==> config.mk <==
export PLATFORM = sky130hd
export DESIGN_NAME = axil_slave_regs_flat
export DESIGN_NICKNAME = d
export VERILOG_FILES = /design/src/rtl/axil_pkg.sv /design/src/rtl/axil_slave_regs_if.sv /design/src/rtl/axil_reg_bank.sv /design/src/rtl/axil_slave_regs.sv /design/src/flat_wrapper.sv
export SDC_FILE = /design/constraint.sdc
export NUM_CORES = 1
export LEC_CHECK = 0
export ABC_AREA = 1
export BUFFER_PORTS_ARGS = -buffer_cell sky130_fd_sc_hd__buf_2
export CELL_PAD_IN_SITES_DETAIL_PLACEMENT = 0
export CELL_PAD_IN_SITES_GLOBAL_PLACEMENT = 2
export CORE_ASPECT_RATIO = 0.5
export CORE_UTILIZATION = 30
export DETAILED_ROUTE_END_ITERATION = 12
export PLACE_DENSITY_LB_ADDON = 0.1
export SLEW_MARGIN = 0
export SYNTH_ARGS = -nofsm -noshare
export SYNTH_HDL_FRONTEND = slang
export SYNTH_SLANG_ARGS = --single-unit
export TNS_END_PERCENT = 30
==> constraint.sdc <==
create_clock -name ACLK -period 2.35 [get_ports ACLK]
set_clock_uncertainty 0.15 [all_clocks]
set_input_delay 0.47 -clock ACLK [delete_from_list [all_inputs] [get_ports ACLK]]
set_output_delay 0.47 -clock ACLK [all_outputs]
set_load 0.005 [all_outputs]
==> src/rtl/axil_pkg.sv <==
// Shared types and helpers for the AXI4-Lite register bank slave.
package axil_pkg;

  localparam int AXIL_DATA_W = 32;
  localparam int AXIL_STRB_W = AXIL_DATA_W / 8;

  typedef enum logic [1:0] {
    RESP_OKAY   = 2'b00,
    RESP_SLVERR = 2'b10
  } resp_t;

  typedef enum logic [2:0] {
    WR_IDLE    = 3'd0,
    WR_HAVE_AW = 3'd1,
    WR_HAVE_W  = 3'd2,
    WR_COMMIT  = 3'd3,
    WR_RESP    = 3'd4
  } wr_state_t;

  typedef enum logic {
    RD_IDLE = 1'b0,
    RD_RESP = 1'b1
  } rd_state_t;

  // Merge new_val into old_val on the byte lanes enabled by strb.
  function automatic logic [AXIL_DATA_W-1:0] apply_strb(
    input logic [AXIL_DATA_W-1:0] old_val,
    input logic [AXIL_DATA_W-1:0] new_val,
    input logic [AXIL_STRB_W-1:0] strb
  );
    logic [AXIL_DATA_W-1:0] res;
    res = old_val;
    for (int b = 0; b < AXIL_STRB_W; b++) begin
      if (strb[b]) begin
        res[8*b +: 8] = new_val[8*b +: 8];
      end else begin
        res[8*b +: 8] = old_val[8*b +: 8];
      end
    end
    return res;
  endfunction

endpackage

==> src/rtl/axil_slave_regs_if.sv <==
// AXI4-Lite signal bundle between the bench-side master and the register slave.
interface axil_slave_regs_if #(
  parameter int ADDR_W = 32,
  parameter int DATA_W = 32
);
  logic [ADDR_W-1:0]   AWADDR;
  logic                AWVALID;
  logic                AWREADY;
  logic [DATA_W-1:0]   WDATA;
  logic [DATA_W/8-1:0] WSTRB;
  logic                WVALID;
  logic                WREADY;
  logic [1:0]          BRESP;
  logic                BVALID;
  logic                BREADY;
  logic [ADDR_W-1:0]   ARADDR;
  logic                ARVALID;
  logic                ARREADY;
  logic [DATA_W-1:0]   RDATA;
  logic [1:0]          RRESP;
  logic                RVALID;
  logic                RREADY;

  modport master (
    output AWADDR, AWVALID, WDATA, WSTRB, WVALID, BREADY, ARADDR, ARVALID, RREADY,
    input  AWREADY, WREADY, BRESP, BVALID, ARREADY, RDATA, RRESP, RVALID
  );

  modport slave (
    input  AWADDR, AWVALID, WDATA, WSTRB, WVALID, BREADY, ARADDR, ARVALID, RREADY,
    output AWREADY, WREADY, BRESP, BVALID, ARREADY, RDATA, RRESP, RVALID
  );
endinterface

==> src/rtl/axil_reg_bank.sv <==
// NUM_REGS x 32 register array: one byte-strobed write port, one combinational read port.
module axil_reg_bank
  import axil_pkg::*;
#(
  parameter int NUM_REGS = 16,
  parameter int IDX_IN_W = 30
) (
  input  logic                   i_clk,
  input  logic                   i_rst_n,
  input  logic                   i_wr_en,
  input  logic [IDX_IN_W-1:0]    i_wr_idx,
  input  logic [AXIL_DATA_W-1:0] i_wr_data,
  input  logic [AXIL_STRB_W-1:0] i_wr_strb,
  output logic                   o_wr_in_range,
  input  logic [IDX_IN_W-1:0]    i_rd_idx,
  output logic [AXIL_DATA_W-1:0] o_rd_data,
  output logic                   o_rd_in_range
);
  localparam int SEL_W = (NUM_REGS > 1) ? $clog2(NUM_REGS) : 1;
  localparam logic [IDX_IN_W-1:0] LIMIT = IDX_IN_W'(NUM_REGS);

  logic [AXIL_DATA_W-1:0] r_mem [NUM_REGS];
  logic [SEL_W-1:0]       w_wr_sel;
  logic [SEL_W-1:0]       w_rd_sel;

  assign o_wr_in_range = (i_wr_idx < LIMIT);
  assign o_rd_in_range = (i_rd_idx < LIMIT);
  assign w_wr_sel      = i_wr_idx[SEL_W-1:0];
  assign w_rd_sel      = i_rd_idx[SEL_W-1:0];
  assign o_rd_data     = o_rd_in_range ? r_mem[w_rd_sel] : {AXIL_DATA_W{1'b0}};

  // Register storage; out-of-range writes touch nothing.
  always_ff @(posedge i_clk or negedge i_rst_n) begin
    if (!i_rst_n) begin
      for (int i = 0; i < NUM_REGS; i++) begin
        r_mem[i] <= {AXIL_DATA_W{1'b0}};
      end
    end else begin
      for (int i = 0; i < NUM_REGS; i++) begin
        if (i_wr_en && o_wr_in_range && (w_wr_sel == SEL_W'(i))) begin
          r_mem[i] <= apply_strb(r_mem[i], i_wr_data, i_wr_strb);
        end
      end
    end
  end
endmodule

==> src/rtl/axil_slave_regs.sv <==
// AXI4-Lite slave register bank, one outstanding transaction per direction.
// Define AXIL_REGS_SLVERR_EN to answer out-of-range accesses with SLVERR instead of OKAY.
module axil_slave_regs
  import axil_pkg::*;
#(
  parameter int ADDR_W   = 32,
  parameter int DATA_W   = 32,
  parameter int NUM_REGS = 16
) (
  input logic            ACLK,
  input logic            ARESETn,
  axil_slave_regs_if.slave s_axil
);
`ifdef AXIL_REGS_SLVERR_EN
  localparam resp_t OOR_RESP = RESP_SLVERR;
`else
  localparam resp_t OOR_RESP = RESP_OKAY;
`endif

  wr_state_t           r_wr_state, w_wr_state_n;
  rd_state_t           r_rd_state, w_rd_state_n;
  logic                r_awready, w_awready_n;
  logic                r_wready, w_wready_n;
  logic                r_bvalid, w_bvalid_n;
  resp_t               r_bresp, w_bresp_n;
  logic [ADDR_W-3:0]   r_awidx;
  logic [DATA_W-1:0]   r_wdata;
  logic [AXIL_STRB_W-1:0] r_wstrb;
  logic                r_arready, w_arready_n;
  logic                r_ar_pending, w_ar_pending_n;
  logic [ADDR_W-3:0]   r_aridx;
  logic                r_rvalid, w_rvalid_n;
  logic [DATA_W-1:0]   r_rdata, w_rdata_n;
  resp_t               r_rresp, w_rresp_n;
  logic                w_aw_hs, w_w_hs, w_b_hs, w_ar_hs, w_r_hs;
  logic                w_wr_en, w_wr_in_range, w_rd_in_range;
  logic [DATA_W-1:0]   w_rd_data;
  logic                w_unused;

  assign w_aw_hs  = s_axil.AWVALID && r_awready;
  assign w_w_hs   = s_axil.WVALID && r_wready;
  assign w_b_hs   = r_bvalid && s_axil.BREADY;
  assign w_ar_hs  = s_axil.ARVALID && r_arready;
  assign w_r_hs   = r_rvalid && s_axil.RREADY;
  assign w_unused = ^{s_axil.AWADDR[1:0], s_axil.ARADDR[1:0]};

  axil_reg_bank #(
    .NUM_REGS (NUM_REGS),
    .IDX_IN_W (ADDR_W - 2)
  ) u_bank (
    .i_clk         (ACLK),
    .i_rst_n       (ARESETn),
    .i_wr_en       (w_wr_en),
    .i_wr_idx      (r_awidx),
    .i_wr_data     (r_wdata),
    .i_wr_strb     (r_wstrb),
    .o_wr_in_range (w_wr_in_range),
    .i_rd_idx      (r_aridx),
    .o_rd_data     (w_rd_data),
    .o_rd_in_range (w_rd_in_range)
  );

  // Write channel next state, commit strobe and response.
  always_comb begin
    w_wr_state_n = r_wr_state;
    w_bvalid_n   = r_bvalid;
    w_bresp_n    = r_bresp;
    w_wr_en      = 1'b0;
    case (r_wr_state)
      WR_IDLE: begin
        if (w_aw_hs && w_w_hs) begin
          w_wr_state_n = WR_COMMIT;
        end else if (w_aw_hs) begin
          w_wr_state_n = WR_HAVE_AW;
        end else if (w_w_hs) begin
          w_wr_state_n = WR_HAVE_W;
        end else begin
          w_wr_state_n = WR_IDLE;
        end
      end
      WR_HAVE_AW: begin
        if (w_w_hs) begin
          w_wr_state_n = WR_COMMIT;
        end else begin
          w_wr_state_n = WR_HAVE_AW;
        end
      end
      WR_HAVE_W: begin
        if (w_aw_hs) begin
          w_wr_state_n = WR_COMMIT;
        end else begin
          w_wr_state_n = WR_HAVE_W;
        end
      end
      WR_COMMIT: begin
        w_wr_en      = 1'b1;
        w_bvalid_n   = 1'b1;
        w_bresp_n    = w_wr_in_range ? RESP_OKAY : OOR_RESP;
        w_wr_state_n = WR_RESP;
      end
      WR_RESP: begin
        if (w_b_hs) begin
          w_bvalid_n   = 1'b0;
          w_wr_state_n = WR_IDLE;
        end else begin
          w_wr_state_n = WR_RESP;
        end
      end
      default: begin
        w_wr_state_n = WR_IDLE;
        w_bvalid_n   = 1'b0;
      end
    endcase
    // READYs stay low for the edge that retires a response, returning one edge later.
    w_awready_n = ((w_wr_state_n == WR_IDLE) || (w_wr_state_n == WR_HAVE_W)) &&
                  (r_wr_state != WR_RESP);
    w_wready_n  = ((w_wr_state_n == WR_IDLE) || (w_wr_state_n == WR_HAVE_AW)) &&
                  (r_wr_state != WR_RESP);
  end

  // Write channel state and held AW/W payload.
  always_ff @(posedge ACLK or negedge ARESETn) begin
    if (!ARESETn) begin
      r_wr_state <= WR_IDLE;
      r_awready  <= 1'b0;
      r_wready   <= 1'b0;
      r_bvalid   <= 1'b0;
      r_bresp    <= RESP_OKAY;
      r_awidx    <= {(ADDR_W-2){1'b0}};
      r_wdata    <= {DATA_W{1'b0}};
      r_wstrb    <= {AXIL_STRB_W{1'b0}};
    end else begin
      r_wr_state <= w_wr_state_n;
      r_awready  <= w_awready_n;
      r_wready   <= w_wready_n;
      r_bvalid   <= w_bvalid_n;
      r_bresp    <= w_bresp_n;
      if (w_aw_hs) begin
        r_awidx <= s_axil.AWADDR[ADDR_W-1:2];
      end
      if (w_w_hs) begin
        r_wdata <= s_axil.WDATA;
        r_wstrb <= s_axil.WSTRB;
      end
    end
  end

  // Read channel: an accepted address is looked up on the following edge.
  always_comb begin
    w_rd_state_n   = r_rd_state;
    w_ar_pending_n = r_ar_pending;
    w_rvalid_n     = r_rvalid;
    w_rdata_n      = r_rdata;
    w_rresp_n      = r_rresp;
    case (r_rd_state)
      RD_IDLE: begin
        if (r_ar_pending) begin
          w_ar_pending_n = 1'b0;
          w_rvalid_n     = 1'b1;
          w_rdata_n      = w_rd_data;
          w_rresp_n      = w_rd_in_range ? RESP_OKAY : OOR_RESP;
          w_rd_state_n   = RD_RESP;
        end else if (w_ar_hs) begin
          w_ar_pending_n = 1'b1;
        end else begin
          w_ar_pending_n = 1'b0;
        end
      end
      RD_RESP: begin
        if (w_r_hs) begin
          w_rvalid_n   = 1'b0;
          w_rd_state_n = RD_IDLE;
        end else begin
          w_rd_state_n = RD_RESP;
        end
      end
      default: begin
        w_rd_state_n   = RD_IDLE;
        w_ar_pending_n = 1'b0;
        w_rvalid_n     = 1'b0;
      end
    endcase
    w_arready_n = (w_rd_state_n == RD_IDLE) && !w_ar_pending_n && (r_rd_state != RD_RESP);
  end

  // Read channel state, held address and registered response.
  always_ff @(posedge ACLK or negedge ARESETn) begin
    if (!ARESETn) begin
      r_rd_state   <= RD_IDLE;
      r_arready    <= 1'b0;
      r_ar_pending <= 1'b0;
      r_aridx      <= {(ADDR_W-2){1'b0}};
      r_rvalid     <= 1'b0;
      r_rdata      <= {DATA_W{1'b0}};
      r_rresp      <= RESP_OKAY;
    end else begin
      r_rd_state   <= w_rd_state_n;
      r_arready    <= w_arready_n;
      r_ar_pending <= w_ar_pending_n;
      r_rvalid     <= w_rvalid_n;
      r_rdata      <= w_rdata_n;
      r_rresp      <= w_rresp_n;
      if (w_ar_hs) begin
        r_aridx <= s_axil.ARADDR[ADDR_W-1:2];
      end
    end
  end

  assign s_axil.AWREADY = r_awready;
  assign s_axil.WREADY  = r_wready;
  assign s_axil.BVALID  = r_bvalid;
  assign s_axil.BRESP   = r_bresp;
  assign s_axil.ARREADY = r_arready;
  assign s_axil.RVALID  = r_rvalid;
  assign s_axil.RDATA   = r_rdata;
  assign s_axil.RRESP   = r_rresp;
endmodule

==> src/flat_wrapper.sv <==
// flat-port wrapper written by rule: the top's interface ports become plain ports
module axil_slave_regs_flat import axil_pkg::*;
#(
  parameter int ADDR_W   = 32,
  parameter int DATA_W   = 32,
  parameter int NUM_REGS = 16
)
  (ACLK, ARESETn, s_axil_AWADDR, s_axil_AWVALID, s_axil_WDATA, s_axil_WSTRB, s_axil_WVALID, s_axil_BREADY, s_axil_ARADDR, s_axil_ARVALID, s_axil_RREADY, s_axil_AWREADY, s_axil_WREADY, s_axil_BRESP, s_axil_BVALID, s_axil_ARREADY, s_axil_RDATA, s_axil_RRESP, s_axil_RVALID);
  axil_slave_regs_if #(.ADDR_W(ADDR_W), .DATA_W(DATA_W)) s_axil_i ();
  input logic ACLK;
  input logic ARESETn;
  input wire logic [$bits(s_axil_i.AWADDR)-1:0] s_axil_AWADDR;
  input wire logic [$bits(s_axil_i.AWVALID)-1:0] s_axil_AWVALID;
  input wire logic [$bits(s_axil_i.WDATA)-1:0] s_axil_WDATA;
  input wire logic [$bits(s_axil_i.WSTRB)-1:0] s_axil_WSTRB;
  input wire logic [$bits(s_axil_i.WVALID)-1:0] s_axil_WVALID;
  input wire logic [$bits(s_axil_i.BREADY)-1:0] s_axil_BREADY;
  input wire logic [$bits(s_axil_i.ARADDR)-1:0] s_axil_ARADDR;
  input wire logic [$bits(s_axil_i.ARVALID)-1:0] s_axil_ARVALID;
  input wire logic [$bits(s_axil_i.RREADY)-1:0] s_axil_RREADY;
  output wire logic [$bits(s_axil_i.AWREADY)-1:0] s_axil_AWREADY;
  output wire logic [$bits(s_axil_i.WREADY)-1:0] s_axil_WREADY;
  output wire logic [$bits(s_axil_i.BRESP)-1:0] s_axil_BRESP;
  output wire logic [$bits(s_axil_i.BVALID)-1:0] s_axil_BVALID;
  output wire logic [$bits(s_axil_i.ARREADY)-1:0] s_axil_ARREADY;
  output wire logic [$bits(s_axil_i.RDATA)-1:0] s_axil_RDATA;
  output wire logic [$bits(s_axil_i.RRESP)-1:0] s_axil_RRESP;
  output wire logic [$bits(s_axil_i.RVALID)-1:0] s_axil_RVALID;
  assign s_axil_i.AWADDR = s_axil_AWADDR;
  assign s_axil_i.AWVALID = s_axil_AWVALID;
  assign s_axil_i.WDATA = s_axil_WDATA;
  assign s_axil_i.WSTRB = s_axil_WSTRB;
  assign s_axil_i.WVALID = s_axil_WVALID;
  assign s_axil_i.BREADY = s_axil_BREADY;
  assign s_axil_i.ARADDR = s_axil_ARADDR;
  assign s_axil_i.ARVALID = s_axil_ARVALID;
  assign s_axil_i.RREADY = s_axil_RREADY;
  assign s_axil_AWREADY = s_axil_i.AWREADY;
  assign s_axil_WREADY = s_axil_i.WREADY;
  assign s_axil_BRESP = s_axil_i.BRESP;
  assign s_axil_BVALID = s_axil_i.BVALID;
  assign s_axil_ARREADY = s_axil_i.ARREADY;
  assign s_axil_RDATA = s_axil_i.RDATA;
  assign s_axil_RRESP = s_axil_i.RRESP;
  assign s_axil_RVALID = s_axil_i.RVALID;
  axil_slave_regs #(.ADDR_W(ADDR_W), .DATA_W(DATA_W), .NUM_REGS(NUM_REGS)) u_core (.ACLK(ACLK), .ARESETn(ARESETn), .s_axil(s_axil_i));
endmodule
---- After elaboration in Yosys (flattened, before gate mapping) ----
Index checks and enable logic that the tools add are counted.
storage, ports and cells
  logic and storage cells ................. 233
  input port bits ......................... 107
  output and inout port bits .............. 41
  flip-flop bits (word level) ............. 650
cells by class
  eq/ne operators ......................... 25
  order comparisons ....................... 3
  mux-type cells .......................... 23
  bitwise operators ....................... 4
  reductions and logical operators ........ 101
operators by type and width
  cell                 number
  $reduce_and 2->1     67
  $bmux 32 s4          1
  $mux 32              3
  $lt 30x5->1 const B  2
  $eq 4x4->1 const B   8
  $logic_and 1x1->1    27
  $eq 4x3->1 const B   4
  $pmux 3 s5           1
  $mux 1               10
  $eq 3x2->1 const B   3
  $mux 3               3
  $eq 4x2->1 const B   2
  $eq 3x1->1 const B   2
  $logic_not 3->1      2
  $ge 5x5->1 const B   1
  $not 4->5            1
  $eq 4x1->1 const B   1
  $logic_not 4->1      1
  $mux 2               2
  $ne 2x1->1 const B   2
  $pmux 1 s2           2
  $eq 3x3->1 const B   1
  $ne 3x3->1 const B   1
  $not 1->1            3
  other kinds (5)      6

---- Longest topological paths before layout ----
  depth after elaboration ................. 8
  mapped depth ............................ 11
  depth with buffers taken out ............ 9

---- Modules after synthesis ----
Synthesis repeated with hierarchy kept, for this count alone.
unflattened totals
  cell total of the unflattened synthesis .. 4,173
  area, all modules ....................... 31,525.2 µm²
by module, submodules not included
  module           instances  cells each  area an instance (µm²)  sequential area each (µm²)
  axil_reg_bank    1          3,571       26,062.5                12,812.3
  axil_slave_regs  1          602         5,462.7                 3,453.3

---- Worst setup path after synthesis ----
No wires, ideal clock.
  path kind ............................... register to register
  start ................................... register u_core.r_awidx[29]
  end ..................................... register u_core.u_bank.r_mem[100] in the netlist's numbering
  data arrival time ....................... 1,520 ps
  cell stages (with the launch flop) ...... 10
  path buffers ............................ 3
  library setup time ...................... 66 ps
  slack ................................... 614 ps
  data required time ...................... 2,134 ps
  clock period less this slack ............ 1,736 ps
  cells stage by stage .................... dfrtp_1 > or2_1 > nor2_1 > nand2_1 > nor2_2 > buf_4 > buf_6 > buf_6 > nand4_1 > nand2_1
between the ends
  cells in the longest elaborated chain, start to end .. 4
ends and longest elaborated chain
  element                            RTL line                RTL
  start: declaration                 axil_slave_regs.sv:26   logic [ADDR_W-3:0] r_awidx;
  start signal: assignment           axil_slave_regs.sv:129  r_awidx <= {(ADDR_W-2){1'b0}};
  start signal: assignment           axil_slave_regs.sv:139  r_awidx <= s_axil.AWADDR[ADDR_W-1:2];
  $lt 30x5->1                        axil_reg_bank.sv:26     assign o_wr_in_range = (i_wr_idx < LIMIT);
  $logic_and 1x1->1 (2 in a row)     axil_reg_bank.sv:40     if (i_wr_en && o_wr_in_range && (w_wr_sel == SEL_W'(i))) begin
  $reduce_and 2->1 (no source line)  n/a
  end signal: indexed assignment     axil_reg_bank.sv:36     r_mem[i] <= {AXIL_DATA_W{1'b0}};
  end signal: indexed assignment     axil_reg_bank.sv:41     r_mem[i] <= apply_strb(r_mem[i], i_wr_data, i_wr_strb);
  end: declaration                   axil_reg_bank.sv:22     logic [AXIL_DATA_W-1:0] r_mem [NUM_REGS];
Every way passes these cells.
A chain may end at the register's enable or synchronous reset.

---- Worst setup path after layout ----
  start ................................... register u_core.r_awidx[13]
  end ..................................... register u_core.u_bank.r_mem[74] in the netlist's numbering
Same word-level chain as after synthesis.

==> qor.csv <==
metric,value,unit
status,completed,
num ports,148,
hold path depth,2,
GR Util All Layers,22.93,%
Syn Inst Count,3932,
min-delay src,s_axil_WDATA[24],
portion of netlist area occupied by mux cells,2.862,%
fin nets,4251,
most frequent cells in the layout,"nand2_1 (1641), dfrtp_1 (643), nand3_1 (527)",
chip height,231.1,um
Final setup viols,0,
worst flop-to-flop path startpoint,u_core.r_awidx[13]$_DFFE_PN0P_,
full die area,106300,um2
setup ws final,0.1154,ns
P per Cell Area,1019,nW/um2
initial antenna violation count,11,
global-route wire length before repair,184900,um
max-cap check violation count,0,
number of global-route vias before repair,28374,
DRC,0,
Lkg Pwr,0.01904,uW
critical path's largest stage delay,0.37,ns
crit-path most repeated cell,nand2_1,
drt total wl,120800,um
Post-Synth Simple-Gate Area,39.46,%
flop2flop setup slack,0.12,ns
synthesis-to-finish area growth,21.95,%
RSZ-0062 raised after global routing,yes,
post-route ant nets,0,
drt wl/cell,21.59,um
largest family of logic cells by synthesized area,simple AND/OR/NAND/NOR gates,
xor and xnor fraction of the mapped netlist area,0,%
layout cell share with drive strength beyond 1,15.06,%
CP required,2.74,ns
DRT iter0 DRCs,2446,
"commonest non-fill, non-tap cell in the layout",nand2_1,
placed insts,5376,
Worst VDD drop,565.3,uV
Post-Synthesis Cell Area,31480,um2
CP Launch Type,flip-flop,
num rows,83,
vias per inst,5.119,
WS Path Type,reg -> reg,
fin. max-slew vios,0,
Synth cell types,21,
drt pass-1 iters,5,
hold_ws,0.06250,ns
"Slowest-stage cell, CP",dfrtp_1,
largest net degree at the start of global routing,69,
H-tree Lvls,3,
worst-margin pin slew,0.9053,ns
reg2reg end,u_core.u_bank.r_mem[74]$_DFFE_PN0P_,
Port Buffer Count,139,
Max Clock Freq,447.5,MHz
Hold EP,u_core.r_wdata[24]$_DFFE_PN0P_,
register bit count reported by yosys,650,
Vias,28633,
Die W,460.1,um
cts bufs inserted,70,
Setup Buffers After CTS,0,
complex-gate fraction of the synthesized area,0.3180,%
Post-Layout Cell Count,5594,
syn avg cell area,8.006,um2
YS warnings,0,
core box area,103300,um2
WP data arrival,2.62,ns
final period utilization,95.09,%
"delay-heaviest family, CP",simple AND/OR/NAND/NOR gates,
Final Critical Period,2.235,ns
"Clk pin slew, worst setup/hold paths",0.06,ns
post-detail-place hpwl,78370,um
Clock Tree Root,clkbuf_16,
setup slack after placement,0.04538,ns
area share of fa/ha/maj cells after synthesis,0,%
GR Overflow Total,0,
clock sink count,650,
starting utilization of the core area,30.46,%
Worst Reg2Reg Path Length in Cells,10,
Slew Limit Headroom,39.65,%
"Hold Violations, Final",0,
critical path peak fanout,43,
Final GP Congestion,0.7825,
Worst-Skew Late Latency,0.65,ns
Hold Crit Class,in -> reg,
CP Capture Type,flip-flop,
Bufs and invs on worst path,2,
cell breakdown of the critical path,nor2_1 > nand2_1 > nor2_1 > nand2_1 > nor2_4 > buf_12 > buf_16 > nand3_1 > nand2_1 > nand2_1,
clock tree from TritonCTS,built,
Clock Path Buffers,3,
sequential area share after synthesis,51.67,%
## synth_stat cells (all sizes together)
cell / count / area (um2)
nand2: 1644 / 6171
dfrtp: 650 / 16270
nand3: 546 / 2733
nand4: 514 / 3216
clkbuf: 255 / 957.2
buf: 110 / 696.9
mux2: 80 / 900.9
nor2: 72 / 272.8
inv: 34 / 127.6
a21oi: 19 / 95.09
nor3: 2 / 10.01
or2: 2 / 12.52
clkinv: 1 / 3.750
conb: 1 / 3.750
nor3b: 1 / 7.510
o21ai: 1 / 5.000
## metal layers
metal | GRT usage [%] | routed length (um) | up-vias | part of all wire, %
li1 | - | - | 13683 | -
met3 | 3.625 | 5872 | 151 | 4.9
met1 | 34.54 | 60470 | 14130 | 50
met4 | 5.539 | 2475 | 0 | 2.0
met2 | 33.97 | 51930 | 669 | 43
met5 | 0 | 0 | - | 0
## power by group
part           internal (uW)  total (uW)  switching [uW]  leakage (uW)
clock network           6110       10900            4820       0.00106
registers              12100       13900            1810       0.00884
logic                   4130       14300           10100       0.00914
total                  22400       39100           16800        0.0190
## state kept, by name (all words and copies together), names as in the netlist
name                   cells
u_core.r_wr_state          3
u_core.s_axil.ARREADY      1
u_core.s_axil.RVALID       1
u_core.u_bank.r_mem      512
u_core.r_wstrb             4
u_core.s_axil.BVALID       1
u_core.s_axil.WREADY       1
u_core.r_rd_state          1
u_core.r_aridx            30
u_core.s_axil.RDATA       32
u_core.s_axil.AWREADY      1
u_core.r_awidx            30
u_core.r_ar_pending        1
u_core.r_wdata            32
## logic make-up (layout without fill, tap and decap cells)
kind of cell	count (synthesis)	count (layout)
other	1	7
and+or+nand+nor	2781	2781
DFF	650	650
AOI/OAI and AO/OA	20	20
muxes	80	80
buffers and inverters	400	654
## worst max-delay path by stage
stage	slack [ns]	cells past startpoint	start	endpoint
floorplan	0.61	9	u_core.r_awidx[29]$_DFFE_PN0P_	u_core.u_bank.r_mem[100]$_DFFE_PN0P_
global placement	0.02	10	u_core.r_awidx[11]$_DFFE_PN0P_	u_core.u_bank.r_mem[271]$_DFFE_PN0P_
detailed placement	0.05	10	u_core.r_awidx[13]$_DFFE_PN0P_	u_core.u_bank.r_mem[271]$_DFFE_PN0P_
CTS	0.05	10	u_core.r_awidx[13]$_DFFE_PN0P_	u_core.u_bank.r_mem[74]$_DFFE_PN0P_
global route	-0.12	10	u_core.r_awidx[13]$_DFFE_PN0P_	u_core.u_bank.r_mem[77]$_DFFE_PN0P_
finish	0.12	10	u_core.r_awidx[13]$_DFFE_PN0P_	u_core.u_bank.r_mem[74]$_DFFE_PN0P_
## stage by stage
step / utilization (%) / TNS (ns) / cell area (um2) / power, uW
finish: 37.15 / 0 / 38390 / 39110
global route: 37.14 / -7.238 / 38380 / 41080
CTS: 37.02 / 0 / 38260 / 39490
detailed placement: 34.00 / 0 / 35130 / 28200
global placement: 34.00 / 0 / 35130 / 28160
floorplan: - / 0 / 31490 / 20710
## final cells by class
cell class	instances	area, um2
clock buffer	108	2098
multi-input combinational	2885	13670
clock inverter	9	45.04
antenna	3	7.507
tap	1402	1754
sequential	650	16290
inverter	35	141.4
timing repair buffer	502	4378
fill	10843	64940
## timing repair
action,CTS,global route
endpoints found under the hold margin,297,0
endpoints found under the setup margin,0,255
gates resized for setup,0,25
hold buffers,98,0
(Power assumes the default switching activity.)
